===== src/rtl/grf_write_arbiter_if.sv =====
// Bundle of the register-file write arbiter's request, reservation, query and write-port signals.
interface grf_write_arbiter_if;
    logic        w0_valid;
    logic [4:0]  w0_addr;
    logic [31:0] w0_data;
    logic [31:0] w0_pc;
    logic        w0_ready;

    logic        w1_valid;
    logic [4:0]  w1_addr;
    logic [31:0] w1_data;
    logic [31:0] w1_pc;
    logic        w1_ready;

    logic        rsv_valid;
    logic [4:0]  rsv_addr;
    logic        rsv_ready;

    logic [4:0]  q_a1;
    logic [4:0]  q_a2;
    logic        q_stall;

    logic        grf_we;
    logic [4:0]  grf_a3;
    logic [31:0] grf_wd;
    logic [31:0] grf_pc4;

    modport master (
        output w0_valid, w0_addr, w0_data, w0_pc,
        input  w0_ready,
        output w1_valid, w1_addr, w1_data, w1_pc,
        input  w1_ready,
        output rsv_valid, rsv_addr,
        input  rsv_ready,
        output q_a1, q_a2,
        input  q_stall,
        input  grf_we, grf_a3, grf_wd, grf_pc4
    );

    modport slave (
        input  w0_valid, w0_addr, w0_data, w0_pc,
        output w0_ready,
        input  w1_valid, w1_addr, w1_data, w1_pc,
        output w1_ready,
        input  rsv_valid, rsv_addr,
        output rsv_ready,
        input  q_a1, q_a2,
        output q_stall,
        output grf_we, grf_a3, grf_wd, grf_pc4
    );
endinterface


===== src/rtl/grf_write_arbiter.sv =====
// Two-source register-file write arbiter with starvation guard and long-latency busy scoreboard.
// Optional write trace enabled by defining GRF_ARB_TRACE_EN.
module grf_write_arbiter #(
    parameter int STARVE_LIMIT = 4
) (
    input  logic                clk,
    input  logic                reset,
    grf_write_arbiter_if.slave  arb
);
    localparam logic [3:0] LIMIT = 4'(STARVE_LIMIT);

    logic [3:0]  starve_q, starve_d;
    logic [31:0] busy_q, busy_d;
    logic        we_q, we_d;
    logic [4:0]  a3_q, a3_d;
    logic [31:0] wd_q, wd_d;
    logic [31:0] pc4_q, pc4_d;

    logic        starved_s;
    logic        w0_ready_s, w1_ready_s, rsv_ready_s;
    logic        grant0_s, grant1_s;
    logic        rsv_take_s;
    logic        q_stall_s;

    // Grant selection, scoreboard update and next write-port values
    always_comb begin
        starved_s   = 1'b0;
        w0_ready_s  = 1'b0;
        w1_ready_s  = 1'b0;
        rsv_ready_s = 1'b0;
        grant0_s    = 1'b0;
        grant1_s    = 1'b0;
        rsv_take_s  = 1'b0;
        q_stall_s   = 1'b0;
        starve_d    = starve_q;
        busy_d      = busy_q;
        we_d        = 1'b0;
        a3_d        = a3_q;
        wd_d        = wd_q;
        pc4_d       = pc4_q;

        if (reset) begin
            starve_d = 4'd0;
            busy_d   = 32'd0;
            a3_d     = 5'd0;
            wd_d     = 32'd0;
            pc4_d    = 32'd0;
        end else begin
            // Requester 1 pre-empts requester 0 once it has lost LIMIT cycles in a row
            starved_s   = arb.w1_valid && (starve_q == LIMIT);
            w0_ready_s  = !starved_s;
            w1_ready_s  = !arb.w0_valid || (starve_q == LIMIT);
            rsv_ready_s = !busy_q[arb.rsv_addr];
            grant0_s    = arb.w0_valid && w0_ready_s;
            grant1_s    = arb.w1_valid && w1_ready_s;
            rsv_take_s  = arb.rsv_valid && rsv_ready_s && (arb.rsv_addr != 5'd0);

            if (!arb.w1_valid || grant1_s) begin
                starve_d = 4'd0;
            end else begin
                starve_d = starve_q + 4'd1;
            end

            // Clear first so a same-cycle reservation of the same register wins
            if (grant1_s) begin
                busy_d[arb.w1_addr] = 1'b0;
            end else begin
                busy_d = busy_q;
            end
            if (rsv_take_s) begin
                busy_d[arb.rsv_addr] = 1'b1;
            end else begin
                busy_d[0] = busy_d[0];
            end

            if (grant0_s) begin
                we_d  = (arb.w0_addr != 5'd0);
                a3_d  = arb.w0_addr;
                wd_d  = arb.w0_data;
                pc4_d = arb.w0_pc + 32'd4;
            end else if (grant1_s) begin
                we_d  = (arb.w1_addr != 5'd0);
                a3_d  = arb.w1_addr;
                wd_d  = arb.w1_data;
                pc4_d = arb.w1_pc + 32'd4;
            end else begin
                we_d = 1'b0;
            end
        end

        q_stall_s = (busy_q[arb.q_a1] && (arb.q_a1 != 5'd0)) ||
                    (busy_q[arb.q_a2] && (arb.q_a2 != 5'd0));
    end

    // State and registered write-port update
    always_ff @(posedge clk) begin
        starve_q <= starve_d;
        busy_q   <= busy_d;
        we_q     <= reset ? 1'b0 : we_d;
        a3_q     <= a3_d;
        wd_q     <= wd_d;
        pc4_q    <= pc4_d;
    end

    assign arb.w0_ready  = w0_ready_s;
    assign arb.w1_ready  = w1_ready_s;
    assign arb.rsv_ready = rsv_ready_s;
    assign arb.q_stall   = q_stall_s;
    assign arb.grf_we    = we_q;
    assign arb.grf_a3    = a3_q;
    assign arb.grf_wd    = wd_q;
    assign arb.grf_pc4   = pc4_q;

`ifdef GRF_ARB_TRACE_EN
    logic src_q;

    // Remember which requester produced the pending write for the trace
    always_ff @(posedge clk) begin
        if (reset) begin
            src_q <= 1'b0;
        end else if (grant0_s || grant1_s) begin
            src_q <= grant1_s;
        end else begin
            src_q <= src_q;
        end
    end

    // Print each register-file write as it is presented
    always_ff @(posedge clk) begin
        if (we_q) begin
            $display("%0t grf_arb src=%0d pc=%08h a3=%0d wd=%08h",
                     $time, src_q, pc4_q - 32'd4, a3_q, wd_q);
        end
    end
`endif
endmodule


===== src/flat_wrapper.sv =====
// flat-port wrapper written by rule: the top's interface ports become plain ports
module grf_write_arbiter_flat 
#(
    parameter int STARVE_LIMIT = 4
)
  (clk, reset, arb_w0_valid, arb_w0_addr, arb_w0_data, arb_w0_pc, arb_w0_ready, arb_w1_valid, arb_w1_addr, arb_w1_data, arb_w1_pc, arb_w1_ready, arb_rsv_valid, arb_rsv_addr, arb_rsv_ready, arb_q_a1, arb_q_a2, arb_q_stall, arb_grf_we, arb_grf_a3, arb_grf_wd, arb_grf_pc4);
  grf_write_arbiter_if arb_i ();
  input  logic clk;
  input  logic reset;
  input wire logic [$bits(arb_i.w0_valid)-1:0] arb_w0_valid;
  input wire logic [$bits(arb_i.w0_addr)-1:0] arb_w0_addr;
  input wire logic [$bits(arb_i.w0_data)-1:0] arb_w0_data;
  input wire logic [$bits(arb_i.w0_pc)-1:0] arb_w0_pc;
  output wire logic [$bits(arb_i.w0_ready)-1:0] arb_w0_ready;
  input wire logic [$bits(arb_i.w1_valid)-1:0] arb_w1_valid;
  input wire logic [$bits(arb_i.w1_addr)-1:0] arb_w1_addr;
  input wire logic [$bits(arb_i.w1_data)-1:0] arb_w1_data;
  input wire logic [$bits(arb_i.w1_pc)-1:0] arb_w1_pc;
  output wire logic [$bits(arb_i.w1_ready)-1:0] arb_w1_ready;
  input wire logic [$bits(arb_i.rsv_valid)-1:0] arb_rsv_valid;
  input wire logic [$bits(arb_i.rsv_addr)-1:0] arb_rsv_addr;
  output wire logic [$bits(arb_i.rsv_ready)-1:0] arb_rsv_ready;
  input wire logic [$bits(arb_i.q_a1)-1:0] arb_q_a1;
  input wire logic [$bits(arb_i.q_a2)-1:0] arb_q_a2;
  output wire logic [$bits(arb_i.q_stall)-1:0] arb_q_stall;
  output wire logic [$bits(arb_i.grf_we)-1:0] arb_grf_we;
  output wire logic [$bits(arb_i.grf_a3)-1:0] arb_grf_a3;
  output wire logic [$bits(arb_i.grf_wd)-1:0] arb_grf_wd;
  output wire logic [$bits(arb_i.grf_pc4)-1:0] arb_grf_pc4;
  assign arb_i.w0_valid = arb_w0_valid;
  assign arb_i.w0_addr = arb_w0_addr;
  assign arb_i.w0_data = arb_w0_data;
  assign arb_i.w0_pc = arb_w0_pc;
  assign arb_w0_ready = arb_i.w0_ready;
  assign arb_i.w1_valid = arb_w1_valid;
  assign arb_i.w1_addr = arb_w1_addr;
  assign arb_i.w1_data = arb_w1_data;
  assign arb_i.w1_pc = arb_w1_pc;
  assign arb_w1_ready = arb_i.w1_ready;
  assign arb_i.rsv_valid = arb_rsv_valid;
  assign arb_i.rsv_addr = arb_rsv_addr;
  assign arb_rsv_ready = arb_i.rsv_ready;
  assign arb_i.q_a1 = arb_q_a1;
  assign arb_i.q_a2 = arb_q_a2;
  assign arb_q_stall = arb_i.q_stall;
  assign arb_grf_we = arb_i.grf_we;
  assign arb_grf_a3 = arb_i.grf_a3;
  assign arb_grf_wd = arb_i.grf_wd;
  assign arb_grf_pc4 = arb_i.grf_pc4;
  grf_write_arbiter #(.STARVE_LIMIT(STARVE_LIMIT)) u_core (.clk(clk), .reset(reset), .arb(arb_i));
endmodule

===== config.mk =====
export PLATFORM = sky130hd
export DESIGN_NAME = grf_write_arbiter_flat
export DESIGN_NICKNAME = d
export VERILOG_FILES = /design/src/rtl/grf_write_arbiter_if.sv /design/src/rtl/grf_write_arbiter.sv /design/src/flat_wrapper.sv
export SDC_FILE = /design/constraint.sdc
export NUM_CORES = 1
export LEC_CHECK = 0
export BUFFER_PORTS_ARGS = -buffer_cell sky130_fd_sc_hd__buf_2
export CAP_MARGIN = 10
export CORE_ASPECT_RATIO = 1.2
export CORE_MARGIN = 2
export CORE_UTILIZATION = 50
export CTS_CLUSTER_SIZE = 14
export DETAILED_ROUTE_END_ITERATION = 8
export GPL_ROUTABILITY_DRIVEN = 0
export PLACE_DENSITY = 0.8
export SLEW_MARGIN = 20
export SYNTH_ARGS = -nofsm -noshare
export SYNTH_HDL_FRONTEND = slang
export SYNTH_SLANG_ARGS = --single-unit

===== constraint.sdc =====
create_clock -name clk -period 6.55 [get_ports clk]
set_clock_uncertainty 0.2 [all_clocks]
set_input_delay 1.31 -clock clk [delete_from_list [all_inputs] [get_ports clk]]
set_output_delay 1.31 -clock clk [all_outputs]
set_load 0.005 [all_outputs]

=== Yosys cells after proc, flatten, opt, wreduce, memory -nomap -nowiden ===
Index checks and enable logic that the tools add are counted.

* Add/sub/neg operators: 3
* $lt $le $gt $ge: 6
* Eq/ne operators: 1
* Mux-type cells: 25
* Bitwise gates (word level): 3
* Reductions and logical operators: 23

{| class="wikitable"
|+ Operator list
! kind !! count
|-
| $mux W32 || 6
|-
| $add A32 B3 Y32 const B || 2
|-
| $and A32 B32 Y32 || 1
|-
| $not A32 Y32 || 1
|-
| $or A32 B32 Y32 || 1
|-
| $mux W31 || 1
|-
| $reduce_bool A5 Y1 || 5
|-
| $lt A5 B6 Y1 const B || 4
|-
| $bmux W1 S5 || 3
|-
| $mux W1 || 11
|-
| $demux W1 S5 || 2
|-
| $ge A5 B1 Y1 const B || 2
|-
| $mux W5 || 2
|-
| $logic_and A1 B1 Y1 || 9
|-
| $add A4 B1 Y4 const B || 1
|-
| $eq A4 B3 Y1 const B || 1
|-
| $logic_not A1 Y1 || 4
|-
| $logic_or A1 B1 Y1 || 3
|-
| $reduce_bool A2 Y1 || 1
|-
| $reduce_or A2 Y1 || 1
|}

* Register bits: 106
* Input bits: 158
* Output and inout port bits: 74
* Logic and storage cells: 67

=== Depth between registers and ports, before layout ===
Gate-level depths: netlist of run 1.

* Depth in word-level cells: 10
* Mapped depth: 17
* Mapped depth without buffers: 12

=== Least setup slack after synthesis of run 1 ===
No wires, ideal clock.

* Path kind: input port to flip-flop
* From: in arb_w1_valid
* To: reg u_core.pc4_q[16] (netlist: u_core.arb.grf_pc4[16])
* Library setup time: 0.079 ns
* Arrival time: 4.314 ns
* Required time: 6.271 ns
* Slack: 1.957 ns
* Stages: 14
* Path buffers: 4
* Cell sequence: and4b_4 > nor2_1 > buf_2 > buf_2 > buf_2 > buf_2 > nand2_1 > nand2_1 > ha_1 > nand4_1 > or4_4 > a222oi_1 > or4b_1 > o211ai_1

* Cells in the longest elaborated chain, start to end: 4
* Elaborated cells on any way between the ends: 6
* Classes of those cells: mux (1); reduce/logical (5)

{| class="wikitable"
|+ Ends and longest elaborated chain
! element !! line !! text
|-
| start: declaration || flat_wrapper.sv:15 || <nowiki>input wire logic [$bits(arb_i.w1_valid)-1:0] arb_w1_valid;</nowiki>
|-
| $logic_and A1 B1 Y1 || grf_write_arbiter.sv:50 || <nowiki>starved_s = arb.w1_valid && (starve_q == LIMIT);</nowiki>
|-
| $logic_not A1 Y1 || grf_write_arbiter.sv:51 || <nowiki>w0_ready_s = !starved_s;</nowiki>
|-
| $logic_and A1 B1 Y1 || grf_write_arbiter.sv:54 || <nowiki>grant0_s = arb.w0_valid && w0_ready_s;</nowiki>
|-
| $mux W32 / $reduce_bool A2 Y1 (equally long branches) || - ||
|-
| end signal: assignment || grf_write_arbiter.sv:102 || <nowiki>pc4_q <= pc4_d;</nowiki>
|-
| end: declaration || grf_write_arbiter.sv:17 || <nowiki>logic [31:0] pc4_q, pc4_d;</nowiki>
|}

Several ways; a longest one is shown, not always the timed one.
A chain may end at the register's enable or synchronous reset.

=== Worst setup path after layout of run 1 ===
* From: in arb_w0_valid
* To: reg u_core.pc4_q[16] (netlist: u_core.arb.grf_pc4[16])

* Cells in the longest elaborated chain, start to end: 4
* Elaborated cells on any way between the ends: 6
* Classes of those cells: mux (1); reduce/logical (5)

{| class="wikitable"
|+ Ends and longest elaborated chain
! element !! line !! text
|-
| start: declaration || flat_wrapper.sv:10 || <nowiki>input wire logic [$bits(arb_i.w0_valid)-1:0] arb_w0_valid;</nowiki>
|-
| $logic_not A1 Y1 || grf_write_arbiter.sv:52 || <nowiki>w1_ready_s = !arb.w0_valid || (starve_q == LIMIT);</nowiki>
|-
| $logic_or A1 B1 Y1 || grf_write_arbiter.sv:52 ||
|-
| $logic_and A1 B1 Y1 || grf_write_arbiter.sv:55 || <nowiki>grant1_s = arb.w1_valid && w1_ready_s;</nowiki>
|-
| $reduce_bool A2 Y1 (no line) || - ||
|}

Several ways; a longest one is shown, not always the timed one.

==> results.toml, run 1 <==
[logic_synthesis]
ys_warn_count = 0
synth_area_per_cell_um2 = 8.187
synth_nets = 975
synth_area_leaders = "dfxtp_1, mux4_2, nand2_1, a311oi_1, o211ai_1"
syn_inst = 814
yosysTopAreaCell = "dfxtp_1"
synth.cell_area_um2 = 6664
synth_seq_cells = 106
yosys.cell_types.count = 67
synth_top_area_frac = 0.3184
seq_area_frac_synth = 0.3184
async_flop_share = 0
synth_flop_cell = "dfxtp_1"
synth_edf_count = 0

[global_routing]
track_usage = 0.2905
grt_pass1_vias = 6450
grt_remaining_overflow = 0
grt_antenna_before_repair = 1
grt_pass1_wl_um = 32670
grt_max_degree = 89

[drt]
vias = 7374
routedWlPerCell_um = 18.58
ant_nets = 0
post-route-drc-count = 0
viasPerCell = 6.297
drt-pass1-iter-count = 7
drt_iter0_markers = 616
wirelength_um = 21760

[critical_path]
startpoint = "arb_w0_valid"
critical_path_class = "in -> reg"
crit_fanout = 41
worstPathArrival_ns = 5.18
cp.required_ns = 6.63
start_kind = "input port"
crit_path_end_kind = "flop"
r2r-start = "u_core.starve_q[0]"

[placement]
io_buffers = 231
pre_cts_ws_ns = 1.164
dp_hpwl_um = 15590

[power_and_ir_drop]
power_mw = 1.565
clkPwrFrac = 0.362
pwr-share-comb = 0.191
switchingPower_mw = 0.4553
switching_share = 0.2909
powerDensity_nw_per_um2 = 192.0
vdd_drop_max_mv = 0.1746
p_seq_frac = 0.448
p_int_mw = 1.110
leakagePower_nw = 3.447

[die]
die_area_um2 = 14270
die_h_um = 130.5
io_pins = 232
fp-row-count = 46
fp.dieW_um = 109.4
initial_core_util = 0.5078
design.core.area_um2 = 13120

[hold_path]
hold_path_class = "reg -> reg"
min_from = "u_core.arb.grf_pc4[3]"

[final_layout]
nFillCells = 1210
final_common_cell = "buf_2"
drive_gt1_frac = 0.3001
n_antenna_cell = 0
seqCellArea_um2 = 2122
final_nets = 1159
final_core_util = 0.6212
area_delta_synth_final_pct = 22.32
layout_common_cells = "buf_2, nand2_1, dfxtp_1"
multi_input_area_um2 = 4238

[clock_tree]
clkTransAtPathRegs_ns = 0.07
cts_hold_buf = 0
cts_tree = "yes"
clk_latency_ns = 0.36
postCtsSetupBuffers = 0
cts-resized-gates = 0
clock_path_buffers = 2
cts_buffers = 9
htreeDepth = 3
root_buffer = "clkbuf_16"
clock-sinks = 106

[sta]
hold_viol = 0
grt_setup_unrepaired = "false"
fin_setup_tns_ns = 0
finalCritPeriodShare = 0.7782
fin_crit_ns = 5.097
final.setup.worst_slack_ns = 1.453
drv_slew = 0
maxSlewHeadroom = 0.4269
holdWs_ns = 0.2537
fmax_ghz = 0.1962
finalSetupViolCount = 0
worstMarginPinSlew_ns = 0.8596

[job]
maxCapViolations = 0

[run_status]
status = "finished, final reports clean"
[area by class of cell]
type / count / share of cell area
flip-flops and latches: 106 / 0.2603
inverters: 9 / 0.004144
well taps: 168 / 0.02579
multi-input cells: 629 / 0.5199
clock buffers: 10 / 0.02809
clock inverters: 6 / 0.008903
repair buffers: 243 / 0.1529
[stage by stage]
| stage | instances | area (um^2) |
|---|---|---|
| after CTS | 1171 | 8152 |
| final | 1171 | 8152 |
| after detailed placement | 1155 | 7850 |
| after global placement | 1155 | 7850 |
| after floorplan | 814 | 6664 |
| after global routing | 1171 | 8152 |
[layer usage]
| metal | vias to the layer above | track usage | share of wire |
|---|---|---|---|
| li1 | 3490 | - | - |
| met1 | 3448 | 0.3778 | 0.39 |
| met2 | 384 | 0.4677 | 0.49 |
| met3 | 50 | 0.06597 | 0.092 |
| met4 | 2 | 0.1154 | 0.026 |
| met5 | - | 0 | 0.00060 |
[cell usage after synthesis, drive strengths merged, types with 5 or more instances]
library cell,number
nand2,130
xnor2,5
or4,7
nor3,14
a311o,6
o211ai,42
and3,20
nand3,50
nor2b,5
and4,6
a211oi,7
clkbuf,50
nand4,14
mux4,24
o31ai,34
nor4,5
buf,20
nand3b,9
o21ai,21
and2,9
mux2i,19
dfxtp,106
nor2,63
a311oi,39
a21oi,25
a21boi,5
inv,8
[flip-flops by register name (all words and copies together) (netlist names)]
name,cells
u_core.arb.grf_a3,5
u_core.arb.grf_pc4,32
u_core.arb.grf_wd,32
u_core.arb.grf_we,1
u_core.busy_q,32
u_core.starve_q,4
[power by group through the flow]
stage	combinational [mW]	sequential (mW)	clock (mW)
2_1_floorplan	0.157	0.717	0
3_3_place_gp	0.292	0.715	0
3_5_place_dp	0.295	0.715	0
4_1_cts	0.296	0.701	0.577
5_1_grt	0.326	0.705	0.603
6_report	0.298	0.701	0.566
[worst paths after layout]
| kind | endpoint | slack (ns) | cells past startpoint |
|---|---|---|---|
| max | u_core.arb.grf_pc4[16] | 1.45 | 12 |
| min | u_core.arb.grf_pc4[3] | 0.25 | 2 |
| max reg2reg | u_core.arb.grf_pc4[16] | 2.61 | 13 |
| min reg2reg | u_core.arb.grf_pc4[3] | 0.25 | 2 |
[worst max-delay path, stage by stage]
cell and delay, ns:
buf_2 0.52, inv_1 0.52, nor2_4 0.24, buf_4 0.40, nand2_1 0.10, nand2_1 0.08
ha_1 0.25, nand4_1 0.20, or4_4 0.55, a222oi_1 0.42, or4b_1 0.47, o211ai_1 0.10
[logic make-up (layout without fill, tap and decap cells)]
kind of cell / count (synthesis) / in the layout / share of synthesized area
AO/OA/AOI/OAI: 222 / 222 / 0.2486
XOR/XNOR: 9 / 9 / 0.01183
adder cells (fa/ha/maj): 3 / 3 / 0.005633
buffers and inverters: 79 / 268 / 0.04750
flip-flops: 106 / 106 / 0.3184
multiplexers: 46 / 46 / 0.1147
AND/OR/NAND/NOR: 349 / 349 / 0.2533
Power figures use the tool's default switching activity.
==> run 2, diff against run 1 <==
==> constraint.sdc (replaced) <==
create_clock -name clk -period 5 [get_ports clk]
set_clock_uncertainty 0.2 [all_clocks]
set_input_delay 1 -clock clk [delete_from_list [all_inputs] [get_ports clk]]
set_output_delay 1 -clock clk [all_outputs]
set_load 0.005 [all_outputs]
==> run 2 against run 1 <==
Compared with the run above: clock-buffer cell count rose by 1; non-clock buffer count rose by 1; total power rose by 33%; largest cell class unchanged.
==> results.toml, run 2 (synthesis gave the netlist of run 1 again) <==
[drt]
routedWlPerCell_um = 18.82
wirelength_um = 22060
viasPerCell = 6.334
post-route-drc-count = 0
drt_iter0_markers = 582
drt-pass1-iter-count = 5
vias = 7423
ant_nets = 0

[sta]
finalSetupViolCount = 0
holdWs_ns = 0.2500
worstMarginPinSlew_ns = 0.8954
hold_viol = 0
finalCritPeriodShare = 0.7898
fin_crit_ns = 3.949
fmax_ghz = 0.2532
maxSlewHeadroom = 0.4030
grt_setup_unrepaired = "false"
drv_slew = 0
fin_setup_tns_ns = 0

[final_layout]
nFillCells = 1195
n_antenna_cell = 0
area_delta_synth_final_pct = 22.68
final_common_cell = "buf_2"
drive_gt1_frac = 0.3008
final_nets = 1160
layout_common_cells = "buf_2, nand2_1, dfxtp_1"
final_design_area_no_fill_um2 = 8175
layout.cells.non_filler = 1172

[critical_path]
ff2ff_path_depth = 13
r2r-start = "u_core.starve_q[0]"
cp.required_ns = 3.80
reg2reg_to = "u_core.arb.grf_pc4[16]"
critical_path_class = "in -> out"
ff2ff_setup_slack_ns = 1.24
start_kind = "input port"
worstPathArrival_ns = 2.75
crit_path_end_kind = "output port"
crit_fanout = 29

[global_routing]
grtUsageMet2 = 0.4731
grt_max_degree = 89
grt_pass1_vias = 6507
busiest_layer = "met2"
grt_remaining_overflow = 0
grt_pass1_wl_um = 33440
use_met1 = 0.3866
track_usage = 0.2968
met3_usage = 0.07093
grt_antenna_before_repair = 0

[die]
design.core.area_um2 = 13120
io_pins = 232
fp.dieW_um = 109.4
die_area_um2 = 14270
initial_core_util = 0.5078
die_h_um = 130.5
fp-row-count = 46

[hold_path]
min_to = "u_core.arb.grf_pc4[3]"
hold_path_class = "reg -> reg"
min_from = "u_core.arb.grf_pc4[3]"
min_delay_path_depth = 2

[placement]
dp_hpwl_um = 15980
placed_cell_area_um2 = 7858
io_buffers = 231
dp.cells = 1156

[clock_tree]
postCtsSetupBuffers = 0
clkTransAtPathRegs_ns = 0.07
clk_latency_ns = 0.36
htreeDepth = 3
clock_path_buffers = 2
clock-sinks = 106
cts_tree = "yes"
cts-resized-gates = 0
cts_hold_buf = 0
cts_buffers = 9
root_buffer = "clkbuf_16"

[power_and_ir_drop]
powerDensity_nw_per_um2 = 254.1
leakagePower_nw = 3.458
vdd_drop_max_mv = 0.2055
power_mw = 2.077

[run_status]
status = "finished, final reports clean"

[job]
maxCapViolations = 0
run 2: cell count changes in the layout (fill, tap and decap cells not counted), sizes merged:
cell and delta:
buf +1, bufinv +1, clkbuf +1, clkinv +1
inv -3
run 2: routing by layer:
metal  vias up  wire [um]  part of all wire
li1       3493          -                 -
met1      3454       8776              0.40
met2       420      10700              0.48
met3        56       2029             0.092
met4         0        557             0.025
met5         -          0                 0
run 2: metrics by stage:
stage	util	worst slack, ns
3_5_place_dp	0.5988	0.8095
2_1_floorplan	-	0.7169
5_1_grt	0.6230	0.9221
3_3_place_gp	0.5988	0.8958
6_report	0.6230	1.051
4_1_cts	0.6225	1.046
run 2: how the worst max path moves through the flow:
stage	slack, ns	from	cells past startpoint	to
finish	1.05	arb_rsv_addr[0]	8	arb_rsv_ready
global route	0.92	arb_w1_valid	12	u_core.arb.grf_pc4[16]
CTS	1.05	arb_rsv_addr[0]	8	arb_rsv_ready
detailed placement	0.81	arb_w1_valid	12	u_core.arb.grf_pc4[16]
global placement	0.90	arb_w1_valid	12	u_core.arb.grf_pc4[16]
floorplan	0.72	arb_w1_valid	14	u_core.arb.grf_pc4[16]
run 2: final cells by class:
class	count	area, um^2	area share
Multi-Input combinational cell	629	4244	0.5191
Sequential cell	106	2122	0.2596
Timing Repair Buffer	244	1254	0.1534
Clock buffer	11	232.7	0.02847
Tap cell	168	210.2	0.02571
Clock inverter	5	78.83	0.009642
Inverter	9	33.78	0.004132
run 2: worst max-delay path, stage by stage:
cell and delay (ns):
buf_2 0.30, mux4_2 0.53, and4_1 0.20, a21oi_1 0.13, nand4_1 0.10, buf_4 0.24, nor2_1 0.11, buf_2 0.12
run 2: report_power, final:
group / switching (mW) / leakage, nW / internal, mW
clock network: 0.326 / 0.153 / 0.439
logic: 0.227 / 2.43 / 0.166
registers: 0.0264 / 0.873 / 0.893
